## src/rtl/mem_ctrl_if.sv

```systemverilog
// mem_ctrl_if: IF-fetch, MEM-access and byte-wide RAM signals of mem_ctrl.
// Signal suffixes are from the controller's point of view.
interface mem_ctrl_if #(parameter int ADDR_W = 32);
   logic              if_req_i;
   logic [ADDR_W-1:0] if_addr_i;
   logic [31:0]       if_inst_o;
   logic              if_done_o;
   logic              mem_req_i;
   logic              mem_we_i;
   logic [ADDR_W-1:0] mem_addr_i;
   logic [7:0]        mem_data_i;
   logic [7:0]        mem_data_o;
   logic [ADDR_W-1:0] ram_addr_o;
   logic              ram_we_o;
   logic [7:0]        ram_dout_o;
   logic [7:0]        ram_din_i;
   modport slave (
      input  if_req_i, if_addr_i, mem_req_i, mem_we_i, mem_addr_i, mem_data_i, ram_din_i,
      output if_inst_o, if_done_o, mem_data_o, ram_addr_o, ram_we_o, ram_dout_o
   );
   modport master (
      output if_req_i, if_addr_i, mem_req_i, mem_we_i, mem_addr_i, mem_data_i, ram_din_i,
      input  if_inst_o, if_done_o, mem_data_o, ram_addr_o, ram_we_o, ram_dout_o
   );
endinterface

```

## src/rtl/mem_ctrl.sv

```systemverilog
// mem_ctrl: byte-wide RAM owner; MEM passes straight through, IF gets 4-byte LE fetches.
// Define MEM_CTRL_IBUF_EN to add a one-entry fetch buffer that answers repeat fetches.
module mem_ctrl #(
   parameter int ADDR_W  = 32,
   parameter int RAM_LAT = 1
) (
   input logic      clk,
   input logic      rst_n,
   mem_ctrl_if.slave bus
);
   if (RAM_LAT != 1) begin : g_lat_chk
      $error("mem_ctrl: only RAM_LAT=1 is supported");
   end
   typedef enum logic [1:0] {IDLE, FETCH, MEMWAIT} state_t;
   state_t            state_q, state_d;
   logic [2:0]        cnt_q, cnt_d;
   logic [ADDR_W-1:0] fetch_addr_q, fetch_addr_d;
   logic [23:0]       b_q, b_d;
   logic [31:0]       inst_q, inst_d;
   logic              done_q, done_d;
   logic              ib_hit;
   logic [31:0]       ib_word;
   always_ff @(posedge clk or negedge rst_n) begin
      if (!rst_n) begin
         state_q      <= IDLE;
         cnt_q        <= '0;
         fetch_addr_q <= '0;
         b_q          <= '0;
         inst_q       <= '0;
         done_q       <= 1'b0;
      end else begin
         state_q      <= state_d;
         cnt_q        <= cnt_d;
         fetch_addr_q <= fetch_addr_d;
         b_q          <= b_d;
         inst_q       <= inst_d;
         done_q       <= done_d;
      end
   end
   // Bytes shift in from the top so b0 lands in [7:0] after the third capture.
   always_comb begin
      state_d      = state_q;
      cnt_d        = cnt_q;
      fetch_addr_d = fetch_addr_q;
      b_d          = b_q;
      inst_d       = inst_q;
      done_d       = 1'b0;
      case (state_q)
         IDLE: if (!bus.mem_req_i && bus.if_req_i && !done_q) begin
            if (ib_hit) begin
               inst_d = ib_word;
               done_d = 1'b1;
            end else begin
               state_d      = FETCH;
               cnt_d        = '0;
               fetch_addr_d = bus.if_addr_i;
            end
         end
         FETCH: if (bus.mem_req_i) begin
            state_d = MEMWAIT;
            cnt_d   = '0;
         end else if (bus.if_addr_i != fetch_addr_q) begin
            cnt_d        = '0;
            fetch_addr_d = bus.if_addr_i;
         end else if (!bus.if_req_i) begin
            state_d = IDLE;
         end else if (cnt_q == 3'd4) begin
            inst_d  = {bus.ram_din_i, b_q};
            done_d  = 1'b1;
            state_d = IDLE;
         end else begin
            b_d   = (cnt_q != 3'd0) ? {bus.ram_din_i, b_q[23:8]} : b_q;
            cnt_d = cnt_q + 3'd1;
         end
         MEMWAIT: if (!bus.mem_req_i) begin
            state_d      = bus.if_req_i ? FETCH : IDLE;
            cnt_d        = '0;
            fetch_addr_d = bus.if_req_i ? bus.if_addr_i : fetch_addr_q;
         end
         default: state_d = IDLE;
      endcase
   end
   // RAM outputs are gated by rst_n so reset silences the port without a clock.
   always_comb begin
      bus.ram_addr_o = !rst_n ? '0 : bus.mem_req_i ? bus.mem_addr_i :
                       (state_q == FETCH && cnt_q < 3'd4) ? fetch_addr_q + ADDR_W'(cnt_q) : '0;
      bus.ram_we_o   = rst_n && bus.mem_req_i && bus.mem_we_i;
      bus.ram_dout_o = (rst_n && bus.mem_req_i) ? bus.mem_data_i : '0;
   end
   assign bus.if_inst_o  = inst_q;
   assign bus.if_done_o  = done_q;
   assign bus.mem_data_o = bus.ram_din_i;
`ifdef MEM_CTRL_IBUF_EN
   logic              ib_v_q;
   logic [ADDR_W-1:0] ib_a_q;
   logic [31:0]       ib_w_q;
   always_ff @(posedge clk or negedge rst_n) begin
      if (!rst_n) begin
         ib_v_q <= 1'b0;
         ib_a_q <= '0;
         ib_w_q <= '0;
      end else begin
         ib_v_q <= !bus.ram_we_o && (done_d || ib_v_q);
         ib_a_q <= done_d ? bus.if_addr_i : ib_a_q;
         ib_w_q <= done_d ? inst_d : ib_w_q;
      end
   end
   assign ib_hit  = ib_v_q && bus.if_addr_i == ib_a_q;
   assign ib_word = ib_w_q;
`else
   assign ib_hit  = 1'b0;
   assign ib_word = '0;
`endif
endmodule

```

## src/flat_wrapper.sv

```systemverilog
// flat-port wrapper written by rule: the top's interface ports become plain ports
module mem_ctrl_flat 
#(
   parameter int ADDR_W  = 32,
   parameter int RAM_LAT = 1
)
  (clk, rst_n, bus_if_req_i, bus_if_addr_i, bus_mem_req_i, bus_mem_we_i, bus_mem_addr_i, bus_mem_data_i, bus_ram_din_i, bus_if_inst_o, bus_if_done_o, bus_mem_data_o, bus_ram_addr_o, bus_ram_we_o, bus_ram_dout_o);
  mem_ctrl_if #(.ADDR_W(ADDR_W)) bus_i ();
  input logic clk;
  input logic rst_n;
  input wire logic [$bits(bus_i.if_req_i)-1:0] bus_if_req_i;
  input wire logic [$bits(bus_i.if_addr_i)-1:0] bus_if_addr_i;
  input wire logic [$bits(bus_i.mem_req_i)-1:0] bus_mem_req_i;
  input wire logic [$bits(bus_i.mem_we_i)-1:0] bus_mem_we_i;
  input wire logic [$bits(bus_i.mem_addr_i)-1:0] bus_mem_addr_i;
  input wire logic [$bits(bus_i.mem_data_i)-1:0] bus_mem_data_i;
  input wire logic [$bits(bus_i.ram_din_i)-1:0] bus_ram_din_i;
  output wire logic [$bits(bus_i.if_inst_o)-1:0] bus_if_inst_o;
  output wire logic [$bits(bus_i.if_done_o)-1:0] bus_if_done_o;
  output wire logic [$bits(bus_i.mem_data_o)-1:0] bus_mem_data_o;
  output wire logic [$bits(bus_i.ram_addr_o)-1:0] bus_ram_addr_o;
  output wire logic [$bits(bus_i.ram_we_o)-1:0] bus_ram_we_o;
  output wire logic [$bits(bus_i.ram_dout_o)-1:0] bus_ram_dout_o;
  assign bus_i.if_req_i = bus_if_req_i;
  assign bus_i.if_addr_i = bus_if_addr_i;
  assign bus_i.mem_req_i = bus_mem_req_i;
  assign bus_i.mem_we_i = bus_mem_we_i;
  assign bus_i.mem_addr_i = bus_mem_addr_i;
  assign bus_i.mem_data_i = bus_mem_data_i;
  assign bus_i.ram_din_i = bus_ram_din_i;
  assign bus_if_inst_o = bus_i.if_inst_o;
  assign bus_if_done_o = bus_i.if_done_o;
  assign bus_mem_data_o = bus_i.mem_data_o;
  assign bus_ram_addr_o = bus_i.ram_addr_o;
  assign bus_ram_we_o = bus_i.ram_we_o;
  assign bus_ram_dout_o = bus_i.ram_dout_o;
  mem_ctrl #(.ADDR_W(ADDR_W), .RAM_LAT(RAM_LAT)) u_core (.clk(clk), .rst_n(rst_n), .bus(bus_i));
endmodule
```

## config.mk

```make
export PLATFORM = sky130hd
export DESIGN_NAME = mem_ctrl_flat
export DESIGN_NICKNAME = d
export VERILOG_FILES = /design/src/rtl/mem_ctrl_if.sv /design/src/rtl/mem_ctrl.sv /design/src/flat_wrapper.sv
export SDC_FILE = /design/constraint.sdc
export NUM_CORES = 1
export LEC_CHECK = 0
export BUFFER_PORTS_ARGS = -buffer_cell sky130_fd_sc_hd__buf_2
export CORE_MARGIN = 8
export CORE_UTILIZATION = 55
export DETAILED_ROUTE_END_ITERATION = 10
export HOLD_SLACK_MARGIN = 0.06
export PLACE_DENSITY_LB_ADDON = 0.2
export SYNTH_ARGS = -nofsm -noshare
export SYNTH_HDL_FRONTEND = slang
export SYNTH_SLANG_ARGS = --single-unit
```

## constraint.sdc

```tcl
create_clock -name clk -period 5.5 [get_ports clk]
set_clock_uncertainty 0.05 [all_clocks]
set_input_delay 1.1 -clock clk [delete_from_list [all_inputs] [get_ports clk]]
set_output_delay 1.1 -clock clk [all_outputs]
set_load 0.005 [all_outputs]
```

==> flow_summary.json <==
{
  "status": "completed",
  "area_growth_pct": 20.5,
  "via_per_inst": 5.41,
  "cts_tree": "done",
  "yosysMostFrequentCell": "dfrtp_1",
  "setup_violations": 0,
  "layout.nets": 708,
  "synth_top_family_by_area": "multiplexers",
  "worstPathRequired_ns": 4.35,
  "yosysTopAreaCell": "dfrtp_1",
  "startpoint_type": "flip-flop",
  "dieArea_sq_um": 12600,
  "syn_area_per_cell_sq_um": 11.0,
  "critPathBufInv": 2,
  "worst_slew_pin_slew_ns": 1.04,
  "hold_path_end": "u_core.b_q[5]$_DFFE_PN0P_",
  "p_leak_nw": 3.20,
  "p_int_w": 0.00106,
  "vias": 3968,
  "dp_hpwl_microns": 9710,
  "wl_per_cell_microns": 16.9,
  "synth_edf_count": 0,
  "drcViolationCount": 0,
  "start_util_pct": 55.9,
  "ys.flop_type": "dfrtp_1",
  "seqPwrFrac_pct": 52.9,
  "p_switching_w": 0.000480,
  "r2r_start": "u_core.fetch_addr_q[20]$_DFFE_PN0P_",
  "grt_usage_pct": 20.0,
  "yosysSeqAreaShare_pct": 46.2,
  "setup_ws_ns": 1.21,
  "yosys_register_bits": 94,
  "fin_area_sq_um": 6140,
  "p_clk_share_pct": 29.4,
  "final_core_util_pct": 67.4,
  "path_cells": "ha_1 > inv_1 > fa_1 > nand2b_1 > a21oi_1 > nand4_1 > nor3_1 > xnor2_1 > o21ai_0 > buf_2",
  "layout-drive-gt1-share_pct": 41.0,
  "tns_ns": 0,
  "min_period_ns": 4.29,
  "ys.warnings.count": 0,
  "clk_latency_ns": 0.36,
  "n_antenna_cell": 0,
  "maxSlewViolCount": 0,
  "switching_share_pct": 31.2,
  "ant_nets": 0,
  "whs_ns": 0.444,
  "detail_route.iter0.violations": 191,
  "hold_depth": 1,
  "combPwrFrac_pct": 17.7,
  "cts_root_buf": "clkbuf_8",
  "critPathTopFamily": "simple AND/OR/NAND/NOR gates",
  "grt_pass1_vias": 4176,
  "worstSetupPathType": "reg2out",
  "cts_resized": 0,
  "cp-end-kind": "output port",
  "synth.net_count": 556,
  "ys_top_cells_by_count": "dfrtp_1 (94), mux2_2 (65), nand2_1 (48), xor2_1 (48), o21ai_0 (37)",
  "syn_inst": 465,
  "grt_max_degree": 57,
  "hold_buffers": 0,
  "hp-class": "reg2reg",
  "timing.slew.headroom_pct": 30.4,
  "cap_violations": 0,
  "syn_area_sq_um": 5090,
  "place.gp.congestion": 0.840,
  "rr_worst_depth": 7,
  "synth-compound-area-share_pct": 5.40,
  "path_max_fanout": 7,
  "die_h_microns": 112,
  "synthXorXnorAreaFrac_pct": 10.7,
  "synth-adder-area-share_pct": 1.62,
  "ir_drop_uv": 167,
  "critPathArrivalTime_ns": 3.14,
  "wl_microns": 12400,
  "antenna_found_initial": 1,
  "yosysUniqueCellTypes": 36,
  "htreeDepth": 3,
  "yosysTopAreaCellShare_pct": 46.2,
  "coreArea_sq_um": 9110,
  "rows": 35,
  "cts_setup_buffers": 0,
  "cpPeakStageDelay_ns": 0.58,
  "reg2reg_to": "u_core.b_q[12]$_DFFE_PN0P_",
  "fin_crit_sh_pct": 78.1,
  "die_w_microns": 112,
  "clk_path_buf_depth": 2,
  "path_clk_slew_ns": 0.10,
  "min-delay-start": "u_core.b_q[5]$_DFFE_PN0P_",
  "finalHoldViolCount": 0,
  "synth-simple-area-share_pct": 12.2,
  "grt_pass1_wl_microns": 20300,
  "slowest_stage": "a21oi_1",
  "regToRegSetupSlack_ns": 2.70,
  "cellPowerDensity_nw_per_um2": 251,
  "gr-total-overflow": 0,
  "io_pins": 167,
  "synthArstFlopShare_pct": 100,
  "placed_area_sq_um": 5940,
  "pre_cts_slack_ns": 1.31,
  "port_buffers": 166,
  "synth_area_leaders": "dfrtp_1 (46%), mux2_2 (14%), xor2_1 (8.3%), mux2_1 (5.1%), o21ai_0 (3.6%)",
  "yosys-mux-area-fraction_pct": 19.5,
  "clkSinkCount": 94,
  "rsz0062_at_grt": "false",
  "cts-buffers-inserted": 9,
  "fmaxAchievable_ghz": 0.233,
  "firstDrtPassIters": 6
}
[power by group through the flow]
stage                     combinational (W)  clock [W]  sequential, W
after floorplan                    0.000183          0       0.000803
after global placement             0.000268          0       0.000822
after detailed placement           0.000274          0       0.000827
after CTS                          0.000276   0.000469       0.000813
after global routing               0.000303   0.000494       0.000825
final                              0.000273   0.000454       0.000815
[registers in the layout (all words and copies together) (netlist names)]
register	cells
u_core.cnt_q	3
u_core.state_q	2
u_core.b_q	24
u_core.fetch_addr_q	32
u_core.bus.if_done_o	1
u_core.bus.if_inst_o	32
[cell type report]
type | count | area, sq um
fill | 706 | 2970
multi-input combinational | 328 | 2520
sequential | 94 | 2350
timing repair buffer | 171 | 871
tap | 111 | 139
clock buffer | 9 | 124
clock inverter | 7 | 80.1
inverter | 13 | 48.8
[layer usage]
metal / global-route usage [%] / wire length (microns)
met2: 33.8 / 6010
met5: 0 / 10
met4: 5.85 / 184
met1: 23.1 / 5120
met3: 7.35 / 1090
[cell usage in the layout, fill, tap and decap left out, types with 2 or more instances in the layout]
master    synthesis  final
buf_2             8    165
dfrtp_1          94     94
mux2_2           65     65
nand2_1          48     48
xor2_1           48     48
o21ai_0          37     37
mux2_1           23     23
and3_1           16     16
xnor2_1          14     14
inv_1            13     13
nor2_1           13     13
nand4_1          10     10
nand3_1           9      9
nor4_1            9      9
clkbuf_8          0      9
a21oi_1           6      6
buf_4             9      6
ha_1              5      5
nand2b_1          3      3
and4_1            3      3
nor3_1            3      3
and2_1            2      2
o211ai_1          2      2
inv_8             0      2
clkinv_8          0      2
[worst max path at each step]
stage / startpoint / endpoint / slack, ns / cells past startpoint
final: u_core.cnt_q[0]$_DFFE_PN0P_ / bus_ram_addr_o[28] / 1.21 / 10
after global routing: u_core.cnt_q[0]$_DFFE_PN0P_ / bus_ram_addr_o[28] / 0.91 / 10
after CTS: u_core.cnt_q[0]$_DFFE_PN0P_ / bus_ram_addr_o[28] / 1.20 / 10
after detailed placement: bus_mem_req_i / bus_ram_addr_o[0] / 1.31 / 5
after global placement: bus_mem_req_i / bus_ram_addr_o[4] / 1.43 / 5
after floorplan: u_core.cnt_q[0]$_DFFE_PN0P_ / bus_ram_addr_o[28] / 2.21 / 9
[stage by stage]
stage / cells / power (W)
2_1_floorplan: 465 / 0.000986
3_3_place_gp: 717 / 0.00109
3_5_place_dp: 717 / 0.00110
4_1_cts: 733 / 0.00156
5_1_grt: 733 / 0.00162
6_report: 733 / 0.00154
[kinds of logic (layout without fill, tap and decap cells)]
logic type               count (synthesis)  after routing
AND/OR/NAND/NOR                        122            122
flip-flops                              94             94
multiplexers                            88             88
XOR/XNOR                                62             62
AO/OA/AOI/OAI                           50             50
buffers and inverters                   43            200
adder cells (fa/ha/maj)                  6              6
Power figures use the tool's default switching activity.
